`src/rtl/usb_sie_pkg.sv`:
```
// Shared constants and types for the USB SIE transmit path.
package usb_sie_pkg;

  // Line symbols as {D+, D-}
  localparam logic [1:0] J_FS = 2'b10;
  localparam logic [1:0] K_FS = 2'b01;
  localparam logic [1:0] J_LS = 2'b01;
  localparam logic [1:0] K_LS = 2'b10;
  localparam logic [1:0] SE0  = 2'b00;

  // Receiver connect-state encodings (3 behaves as full speed)
  localparam logic [1:0] DISCONNECT = 2'd0;
  localparam logic [1:0] LOW_SPEED  = 2'd1;
  localparam logic [1:0] FULL_SPEED = 2'd2;

  // Consecutive ones that force a stuffed toggle
  localparam logic [2:0] STUFF_THRESH = 3'd6;

  typedef enum logic [2:0] {
    ST_IDLE,
    ST_SYNC,
    ST_DATA,
    ST_EOP_SE0,
    ST_EOP_J,
    ST_RESET_SE0
  } tx_state_t;

  // Map an NRZI level (1 = J) to the wire pair for the latched speed.
  function automatic logic [1:0] line_sym(input logic ls, input logic j);
    if (ls) return j ? J_LS : K_LS;
    else    return j ? J_FS : K_FS;
  endfunction

endpackage

```
`src/rtl/usb_tx_nrzi_encoder.sv`:
```
// NRZI level tracker with ones counter for bit stuffing.
// Level 1 means J; a 0 bit toggles the level, a 1 bit holds it.
// A stuff bit is simply a 0 bit driven by the caller, which also
// clears the ones counter.
module usb_tx_nrzi_encoder
  import usb_sie_pkg::*;
(
  input  logic clk,
  input  logic rst,
  input  logic i_tick,
  input  logic i_bit,
  input  logic i_clr,
  output logic o_level,
  output logic o_stuff_req
);

  logic       r_level;
  logic [2:0] r_ones;

  // Advance the line level and ones count once per encoded bit
  always_ff @(posedge clk) begin
    if (rst || i_clr) begin
      r_level <= 1'b1;
      r_ones  <= '0;
    end else if (i_tick) begin
      if (i_bit) begin
        r_ones <= r_ones + 3'd1;
      end else begin
        r_level <= ~r_level;
        r_ones  <= '0;
      end
    end
  end

  assign o_level     = r_level;
  assign o_stuff_req = (r_ones == STUFF_THRESH);

endmodule

```
`src/rtl/usb_sie_transmitter.sv`:
```
// USB SIE transmitter: SYNC, NRZI/bit-stuffed data, EOP and bus-reset SE0.
//
// state        | meaning
// ST_IDLE      | line released, waiting for a byte or a reset request
// ST_SYNC      | next tick sends the next SYNC bit
// ST_DATA      | next tick sends a stuff bit, a data bit, or the first EOP SE0
// ST_EOP_SE0   | SE0 ticks of EOP (r_cnt counts down the remaining ones)
// ST_EOP_J     | one J tick, then OE released on the following tick
// ST_RESET_SE0 | bus-reset SE0, r_cnt counts down RESET_LEN ticks
module usb_sie_transmitter
  import usb_sie_pkg::*;
#(
  parameter logic [15:0] RESET_LEN = 16'd60000
) (
  input  logic       clk,
  input  logic       rst,
  input  logic [1:0] connectState,
  input  logic       bitTick,
  input  logic [7:0] txByte,
  input  logic       txByteValid,
  input  logic       txLast,
  output logic       txByteReady,
  input  logic       sendReset,
  output logic [1:0] TxWireDataOut,
  output logic       TxWireOE,
  output logic       busy
);

  tx_state_t   r_state, w_state_nxt;
  logic [7:0]  r_shift, w_shift_nxt;
  logic [2:0]  r_bitcnt, w_bitcnt_nxt;
  logic [15:0] r_cnt, w_cnt_nxt;
  logic        r_oe, w_oe_nxt;
  logic        r_se0, w_se0_nxt;
  logic        r_last, w_last_nxt;
  logic        r_done, w_done_nxt;
  logic        r_ls, w_ls_nxt;
  logic        w_ready;
  logic        w_enc_tick, w_enc_bit, w_enc_clr;
  logic        w_level, w_stuff_req;

  usb_tx_nrzi_encoder u_nrzi (
    .clk         (clk),
    .rst         (rst),
    .i_tick      (w_enc_tick),
    .i_bit       (w_enc_bit),
    .i_clr       (w_enc_clr),
    .o_level     (w_level),
    .o_stuff_req (w_stuff_req)
  );

  // State register
  always_ff @(posedge clk) begin
    if (rst) r_state <= ST_IDLE;
    else     r_state <= w_state_nxt;
  end

  // Datapath registers: shifter, counters, line controls, latched flags
  always_ff @(posedge clk) begin
    if (rst) begin
      r_shift  <= '0;
      r_bitcnt <= '0;
      r_cnt    <= '0;
      r_oe     <= 1'b0;
      r_se0    <= 1'b0;
      r_last   <= 1'b0;
      r_done   <= 1'b0;
      r_ls     <= 1'b0;
    end else begin
      r_shift  <= w_shift_nxt;
      r_bitcnt <= w_bitcnt_nxt;
      r_cnt    <= w_cnt_nxt;
      r_oe     <= w_oe_nxt;
      r_se0    <= w_se0_nxt;
      r_last   <= w_last_nxt;
      r_done   <= w_done_nxt;
      r_ls     <= w_ls_nxt;
    end
  end

  // Next-state, handshake and encoder control; line changes only on bitTick
  always_comb begin
    w_state_nxt  = r_state;
    w_shift_nxt  = r_shift;
    w_bitcnt_nxt = r_bitcnt;
    w_cnt_nxt    = r_cnt;
    w_oe_nxt     = r_oe;
    w_se0_nxt    = r_se0;
    w_last_nxt   = r_last;
    w_done_nxt   = r_done;
    w_ls_nxt     = r_ls;
    w_ready      = 1'b0;
    w_enc_tick   = 1'b0;
    w_enc_bit    = 1'b0;
    w_enc_clr    = 1'b0;

    unique case (r_state)
      ST_IDLE: begin
        w_enc_clr  = 1'b1;
        w_oe_nxt   = 1'b0;
        w_se0_nxt  = 1'b0;
        w_done_nxt = 1'b0;
        if (connectState != DISCONNECT) begin
          w_ls_nxt = (connectState == LOW_SPEED);
          if (sendReset) begin
            w_cnt_nxt   = RESET_LEN - 16'd1;
            w_state_nxt = ST_RESET_SE0;
          end else begin
            w_ready = 1'b1;
            if (txByteValid) begin
              w_shift_nxt  = txByte;
              w_last_nxt   = txLast;
              w_bitcnt_nxt = '0;
              w_state_nxt  = ST_SYNC;
            end
          end
        end
      end

      ST_SYNC: begin
        if (bitTick) begin
          w_enc_tick   = 1'b1;
          w_enc_bit    = (r_bitcnt == 3'd7);
          w_oe_nxt     = 1'b1;
          w_se0_nxt    = 1'b0;
          w_bitcnt_nxt = r_bitcnt + 3'd1;
          if (r_bitcnt == 3'd7) w_state_nxt = ST_DATA;
        end
      end

      ST_DATA: begin
        if (bitTick) begin
          if (w_stuff_req) begin
            // Stuffed toggle; if the packet is finished, two SE0 ticks follow
            w_enc_tick = 1'b1;
            w_enc_bit  = 1'b0;
            if (r_done) begin
              w_cnt_nxt   = 16'd1;
              w_state_nxt = ST_EOP_SE0;
            end
          end else if (r_done) begin
            // This tick is already the first EOP SE0
            w_se0_nxt   = 1'b1;
            w_cnt_nxt   = 16'd0;
            w_state_nxt = ST_EOP_SE0;
          end else begin
            w_enc_tick   = 1'b1;
            w_enc_bit    = r_shift[r_bitcnt];
            w_bitcnt_nxt = r_bitcnt + 3'd1;
            if (r_bitcnt == 3'd7) begin
              if (r_last) begin
                w_done_nxt = 1'b1;
              end else begin
                w_ready = 1'b1;
                if (txByteValid) begin
                  w_shift_nxt = txByte;
                  w_last_nxt  = txLast;
                end else begin
                  w_done_nxt = 1'b1;
                end
              end
            end
          end
        end
      end

      ST_EOP_SE0: begin
        if (bitTick) begin
          w_se0_nxt = 1'b1;
          if (r_cnt == 16'd0) begin
            w_cnt_nxt   = 16'd1;
            w_state_nxt = ST_EOP_J;
          end else begin
            w_cnt_nxt = r_cnt - 16'd1;
          end
        end
      end

      ST_RESET_SE0: begin
        if (bitTick) begin
          w_oe_nxt  = 1'b1;
          w_se0_nxt = 1'b1;
          if (r_cnt == 16'd0) begin
            w_cnt_nxt   = 16'd1;
            w_state_nxt = ST_EOP_J;
          end else begin
            w_cnt_nxt = r_cnt - 16'd1;
          end
        end
      end

      ST_EOP_J: begin
        if (bitTick) begin
          w_se0_nxt = 1'b0;
          if (r_cnt != 16'd0) begin
            // Clearing the encoder forces the level to J
            w_enc_clr = 1'b1;
            w_cnt_nxt = 16'd0;
          end else begin
            w_oe_nxt    = 1'b0;
            w_state_nxt = ST_IDLE;
          end
        end
      end

      default: w_state_nxt = ST_IDLE;
    endcase
  end

  assign txByteReady   = w_ready;
  assign TxWireOE      = r_oe;
  assign TxWireDataOut = (!r_oe || r_se0) ? SE0 : line_sym(r_ls, w_level);
  assign busy          = (r_state != ST_IDLE);

endmodule

```
`config.mk`:
```
export PLATFORM = sky130hd
export DESIGN_NAME = usb_sie_transmitter
export DESIGN_NICKNAME = d
export VERILOG_FILES = /design/src/rtl/usb_sie_pkg.sv /design/src/rtl/usb_tx_nrzi_encoder.sv /design/src/rtl/usb_sie_transmitter.sv
export SDC_FILE = /design/constraint.sdc
export NUM_CORES = 1
export LEC_CHECK = 0
export CORE_MARGIN = 10
export CORE_UTILIZATION = 54
export DETAILED_ROUTE_END_ITERATION = 6
export GPL_ROUTABILITY_DRIVEN = 0
export PLACE_DENSITY = 0.86
export SLEW_MARGIN = 25
export SYNTH_ARGS = -nofsm -noshare
export SYNTH_HDL_FRONTEND = slang
export SYNTH_SLANG_ARGS = --single-unit
export TNS_END_PERCENT = 100
```
`constraint.sdc`:
```
create_clock -name clk -period 4 [get_ports clk]
set_input_delay 0.4 -clock clk [delete_from_list [all_inputs] [get_ports clk]]
set_output_delay 0.4 -clock clk [all_outputs]
set_load 0.05 [all_outputs]
```
==> results of run 1 <==
[how the worst max path moves through the flow]
stage | from | end | depth (start not counted)
after floorplan | bitTick | txByteReady | 5
after global placement | bitTick | txByteReady | 6
after detailed placement | bitTick | txByteReady | 6
after CTS | r_bitcnt[0] | txByteReady | 7
after global routing | r_state[1] | txByteReady | 5
final | r_state[1] | txByteReady | 5
[logic make-up after synthesis]
group           Yosys count
xor+xnor                  2
fa+ha+maj                 5
mux                      13
flops                    39
compound gates           91
simple gates            118
buf+inv                  34
[worst register-to-register path: stages, from the launching register on]
cell and delay [ps]:
dfxtp_1 330, inv_1 80, ha_1 160, or4b_4 500
nor4_1 740, nor2_1 370, a211oi_1 340, o32ai_1 140
[layout by cell type, fill, tap and decap left out, types with 5 or more instances in the layout]
cell type         n
nand2_1          31
o32ai_1          12
dfxtp_1          39
or4_1             5
nand2b_1          8
clkbuf_8          6
ha_1              5
nor3_1            9
inv_1            13
mux2i_1          12
a21oi_1          15
o21ai_0          10
a211oi_1         13
nor2_1           28
a31oi_1           7
o21a_1            5
nand3_1           5
clkdlybuf4s50_1  20
[metrics by stage]
stage | setup WS [ps] | instance area, µm² | total power [mW]
2_1_floorplan | 1400 | 2430 | 1.32
3_3_place_gp | 1060 | 2630 | 1.48
3_5_place_dp | 1030 | 2630 | 1.50
4_1_cts | 961 | 2750 | 1.85
5_1_grt | 718 | 2750 | 2.01
6_report | 924 | 2750 | 1.86
[routing by layer]
layer / part of all wire, % / track usage, %
met1: 44 / 20.3
met2: 48 / 25.0
met3: 7.2 / 4.12
met4: 1.1 / 5.80
met5: 0 / 0
[registers in the layout, summed over array words and instances, names as in the netlist]
register and count:
r_se0 1, r_state 3, r_cnt 16, r_bitcnt 3
u_nrzi.r_ones 3, r_done 1, TxWireOE 1, r_ls 1
r_shift 8, u_nrzi.o_level 1, r_last 1
[power by group through the flow]
stage	clock network (mW)	registers [mW]	logic [mW]
2_1_floorplan	0	0.521	0.797
3_3_place_gp	0	0.591	0.889
3_5_place_dp	0	0.595	0.907
4_1_cts	0.348	0.587	0.911
5_1_grt	0.369	0.608	1.03
6_report	0.345	0.591	0.923
[cell type report]
cell class	instances	area, µm²
multi-input cells	229	1520
clock buffers	6	82.6
repair buffers	23	223
flip-flops and latches	39	781
well taps	52	65.1
inverters	13	48.8
clock inverters	2	35.0
fillers	360	1600
==> results.py, run 1 <==
metrics = {
    "grt": {
        "grt_overflow_total": 0,
        "grt_max_degree": 25,
        "grt_pass1_vias": 2166,
        "grt_pass1_wl_um": 10100,
        "grt_antenna_before_repair": 0,
        "track_usage_pct": 15.9,
    },
    "setup_path": {
        "rr_endpoint": "r_cnt[6]",
        "rr_startpoint": "r_cnt[0]",
        "cp_top_family": "buffers and inverters",
        "crit_arrival_ps": 2680,
        "reg2reg_depth": 7,
        "path_class": "reg -> out",
        "crit_path_cell_trace": "nor2b_1, and3b_1, a21oi_1, nor3_1, clkdlybuf4s50_1",
        "start_kind": "flop",
        "crit_path_end_kind": "output pin",
        "cp_slowest_stage_delay_ps": 840,
        "required_ps": 3600,
        "cp_slowest_cell": "clkdlybuf4s50_1",
        "crit_fanout": 22,
        "path_buf_inv": 1,
        "worst-r2r-setup-slack_ps": 1220,
    },
    "timing": {
        "hold_viol": 0,
        "fin_setup_tns_ps": 0,
        "worst_clock_skew_ps": 13.1,
        "max_slew_margin_pct": 44.4,
        "setup_violations": 0,
        "slew_viol_final": 0,
        "period_needed_ps": 3080,
        "rsz0062_at_grt": "false",
        "max_freq_mhz": 325,
        "worst_hold_slack_ps": 482,
        "post-route-period-util_pct": 76.9,
        "worst_pin_slew_ps": 826,
    },
    "floorplan": {
        "die_w_um": 87.2,
        "start_util_pct": 55.9,
        "die_area_um2": 7600,
        "io_pins": 21,
        "fp.dieH_um": 87.2,
        "rows": 24,
        "fp.coreArea_um2": 4350,
    },
    "clock_network": {
        "clk_pin_slew_worst_paths_ps": 80,
        "cts_tree": "yes",
        "clockBufferDepth": 2,
        "root_buffer": "clkbuf_8",
        "cts.sinks": 39,
        "cts_hold_buf": 0,
        "htreeDepth": 2,
        "cts_setup_buffers": 0,
        "worstSkewPairLatency_ps": 300,
        "numCtsBuffers": 5,
        "cts_resized": 0,
    },
    "pwr": {
        "power_density_nw_per_um2": 676,
        "switchingPower_mw": 0.812,
        "cell_internal_pwr_mw": 1.05,
        "pwr-share-clk_pct": 18.6,
        "p_leak_nw": 1.00,
        "seqPwrFrac_pct": 31.8,
        "pwr-share-comb_pct": 49.6,
        "p_sw_share_pct": 43.6,
        "ir_drop_uv": 289,
    },
    "cells_and_area": {
        "drive_gt1_share_pct": 8.97,
        "syn_to_final_growth_pct": 13.0,
        "fin_util_pct": 63.2,
        "final_net_count": 332,
        "insertedDiodeCount": 0,
        "final_cells": 364,
    },
    "synth": {
        "ys_types": 56,
        "synth_compound_area_share_pct": 27.6,
        "yosysMostFrequentCell": "dfxtp_1",
        "synth_area_leaders": "dfxtp_1, mux2i_1, nand2_1",
        "synth_ff_type": "dfxtp_1",
        "muxShareOfSynthArea_pct": 5.40,
        "yosys.area.top_type_share_pct": 32.1,
        "yosys.area_share.simple_pct": 25.7,
        "avgSynthCellArea_um2": 8.06,
        "yosysSeqAreaShare_pct": 32.1,
        "synth_top_family_by_area": "compound AO/OA/AOI/OAI gates",
        "synth-seq-cells": 39,
        "synth.cell_area_um2": 2430,
        "syn_inst": 302,
        "yosys.area_share.adder_pct": 2.57,
        "synth_xor_area_share_pct": 0.719,
        "yosys_warnings": 0,
        "synth_largest_area_cell": "dfxtp_1",
        "syn_nets": 323,
        "synth_edf_count": 0,
        "synthArstFlopShare_pct": 0,
        "synthTopCellsByCount": "dfxtp_1, nand2_1, nor2_1",
    },
    "routing": {
        "wl_per_cell_um": 16.0,
        "dr.pass1.iters": 4,
        "drt-initial-drc-count": 252,
        "route.detailed.drc": 0,
        "antenna_left": 0,
        "vias_per_cell": 6.46,
        "wirelength_um": 5820,
        "vias": 2351,
    },
    "hold_path": {
        "hold_path_end": "r_cnt[8]",
        "min_path_cells": 2,
        "worstHoldStart": "r_cnt[8]",
        "hold_class": "reg -> reg",
    },
    "placement": {
        "io_buffer_count": 20,
        "dp_hpwl_um": 4180,
        "dp.cells": 356,
    },
    "flow_run": {
        "drv_cap": 0,
    },
    "outcome": {
        "status": "complete, no violations",
    },
}
(Power assumes the default switching activity.)
==> inputs of run 2 (changes only) <==
--- a/config.mk
+++ b/config.mk
@@ -6,10 +6,10 @@
 export NUM_CORES = 1
 export LEC_CHECK = 0
 export CORE_MARGIN = 10
-export CORE_UTILIZATION = 54
+export CORE_UTILIZATION = 52
 export DETAILED_ROUTE_END_ITERATION = 6
 export GPL_ROUTABILITY_DRIVEN = 0
-export PLACE_DENSITY = 0.86
+export PLACE_DENSITY = 0.87
 export SLEW_MARGIN = 25
 export SYNTH_ARGS = -nofsm -noshare
 export SYNTH_HDL_FRONTEND = slang
==> constraint.sdc (replaced) <==
create_clock -name clk -period 2.5 [get_ports clk]
set_input_delay 0.25 -clock clk [delete_from_list [all_inputs] [get_ports clk]]
set_output_delay 0.25 -clock clk [all_outputs]
set_load 0.05 [all_outputs]
==> run 2 against run 1 <==
Effect of this change:
- cell count grew 4.7%
- routed wire length grew 12%
- clock-buffer cell count shrank 1
- clock skew shrank 5.2 ps
- worst hold slack gained 5.7 ps
- flip-flop and latch count is the same
- non-clock buffer count grew 17
- combinational power grew 99%
- sequential power grew 45%
- via count grew 5.6%
- largest cell class unchanged
==> results.py, run 2 (same netlist as run 1, synthesis figures left out) <==
metrics = {
    "timing": {
        "setup_violations": 0,
        "hold_viol": 0,
        "worst_clock_skew_ps": 7.90,
        "period_needed_ps": 2410,
        "slew_viol_final": 0,
        "max_slew_margin_pct": 51.8,
        "fin_ws_ps": 90.7,
        "worst_hold_slack_ps": 487,
        "post-route-period-util_pct": 96.4,
        "max_freq_mhz": 415,
        "worst_pin_slew_ps": 717,
        "rsz0062_at_grt": "false",
    },
    "grt": {
        "grt_overflow_total": 0,
        "grt_max_degree": 24,
        "grt_antenna_before_repair": 0,
        "grt_pass1_wl_um": 10500,
        "track_usage_pct": 16.4,
        "grt_pass1_vias": 2183,
    },
    "setup_path": {
        "worst-r2r-setup-slack_ps": 90,
        "cp_slowest_stage_delay_ps": 580,
        "rr_startpoint": "r_cnt[0]",
        "crit_path_end_kind": "flop",
        "rr_endpoint": "r_cnt[11]",
        "required_ps": 2680,
        "crit_arrival_ps": 2590,
        "crit_path_cell_trace": "inv_1, ha_1, or4b_4, or4_4, and2_2, a211oi_1, o32ai_1",
        "cp_slowest_cell": "or4_4",
        "path_buf_inv": 1,
        "start_kind": "flop",
        "cp_top_family": "simple AND/OR/NAND/NOR gates",
        "path_class": "reg -> reg",
        "crit_fanout": 8,
        "reg2reg_depth": 7,
    },
    "clock_network": {
        "clockBufferDepth": 2,
        "cts.sinks": 39,
        "root_buffer": "clkbuf_8",
        "worstSkewPairLatency_ps": 300,
        "htreeDepth": 2,
        "clk_pin_slew_worst_paths_ps": 90,
        "numCtsBuffers": 5,
        "cts_tree": "yes",
    },
    "cells_and_area": {
        "final_net_count": 349,
        "largest_reg_flops": 16,
        "fin_util_pct": 64.7,
        "layout_common_cells": "dfxtp_1, nand2_1, nor2_1",
        "syn_to_final_growth_pct": 18.0,
        "drive_gt1_share_pct": 14.6,
        "insertedDiodeCount": 0,
        "layout_commonest_cell": "dfxtp_1",
        "largest-register": "r_cnt",
        "top_regs": "r_cnt: 16 flops, r_shift: 8 flops",
        "final_cells": 381,
    },
    "floorplan": {
        "die_w_um": 88.4,
        "rows": 24,
        "io_pins": 21,
        "die_area_um2": 7820,
        "start_util_pct": 54.8,
        "fp.coreArea_um2": 4440,
        "fp.dieH_um": 88.4,
    },
    "routing": {
        "vias_per_cell": 6.51,
        "wirelength_um": 6530,
        "antenna_left": 0,
        "vias": 2482,
        "wl_per_cell_um": 17.1,
        "drt-initial-drc-count": 300,
        "route.detailed.drc": 0,
        "dr.pass1.iters": 5,
    },
    "pwr": {
        "p_leak_nw": 1.08,
        "power_density_nw_per_um2": 1090,
        "ir_drop_uv": 584,
    },
    "hold_path": {
        "min_path_cells": 2,
        "hold_path_end": "r_cnt[9]",
        "hold_class": "reg -> reg",
        "worstHoldStart": "r_cnt[9]",
    },
    "placement": {
        "io_buffer_count": 20,
        "dp.cells": 373,
        "place_ws_ps": -24.4,
        "dp_hpwl_um": 4600,
    },
    "flow_run": {
        "drv_cap": 0,
    },
    "outcome": {
        "status": "complete, no violations",
    },
}
## run 2: cell types whose count changed in the layout (fill, tap and decap cells not counted), sizes merged
cell	change
buf	+19
bufinv	-1
clkbuf	-1
clkdlybuf4s50	-2
clkinv	+1
clkinvlp	+1
## run 2: what timing repair did
item | CTS | global route
hold endpoints to repair | 0 | 0
gates resized for setup | 0 | 2
setup buffers | 0 | 0
hold buffers | 0 | 0
setup endpoints to repair | 0 | 6
## run 2: through the flow
| stage | setup TNS [ps] | cell area [µm²] | total power, mW |
|---|---|---|---|
| 3_3_place_gp | 0 | 2780 | 2.57 |
| 6_report | 0 | 2870 | 3.14 |
| 4_1_cts | 0 | 2870 | 3.09 |
| 3_5_place_dp | -60.5 | 2780 | 2.63 |
| 2_1_floorplan | 0 | 2430 | 2.11 |
| 5_1_grt | 0 | 2870 | 3.33 |
## run 2: area by class of cell
class	instances	area [µm²]
flip-flops and latches	39	782
fillers	361	1570
inverters	13	48.8
multi-input cells	229	1510
clock inverters	3	25.0
repair buffers	40	370
well taps	52	65.1
clock buffers	5	68.8
## run 2: routing by layer
layer	up-vias	track usage (%)	wire length, µm
met5	-	0	0
met4	0	6.61	111
met3	18	4.04	505
met2	129	25.9	3100
met1	1144	20.8	2810
li1	1191	-	-
## run 2: power breakdown
group	internal (mW)	leakage [nW]	switching (mW)
Combinational	0.776	0.722	1.06
Clock	0.199	0.0443	0.248
Sequential	0.745	0.319	0.113
Total	1.72	1.08	1.42
## run 2: worst max-delay path by stage
stage                 from           to  cells after the start
5_1_grt           r_cnt[0]    r_cnt[11]                      7
2_1_floorplan  r_bitcnt[1]  txByteReady                      6
3_3_place_gp     sendReset    r_cnt[10]                      7
4_1_cts           r_cnt[0]     r_cnt[3]                      7
3_5_place_dp     sendReset    r_cnt[10]                      7
6_report          r_cnt[0]    r_cnt[11]                      7
## run 2: tightest hold or removal path, stage by stage (launching register included)
cell	delay [ps]
dfxtp_1	330
nand2_1	60
o32ai_1	50
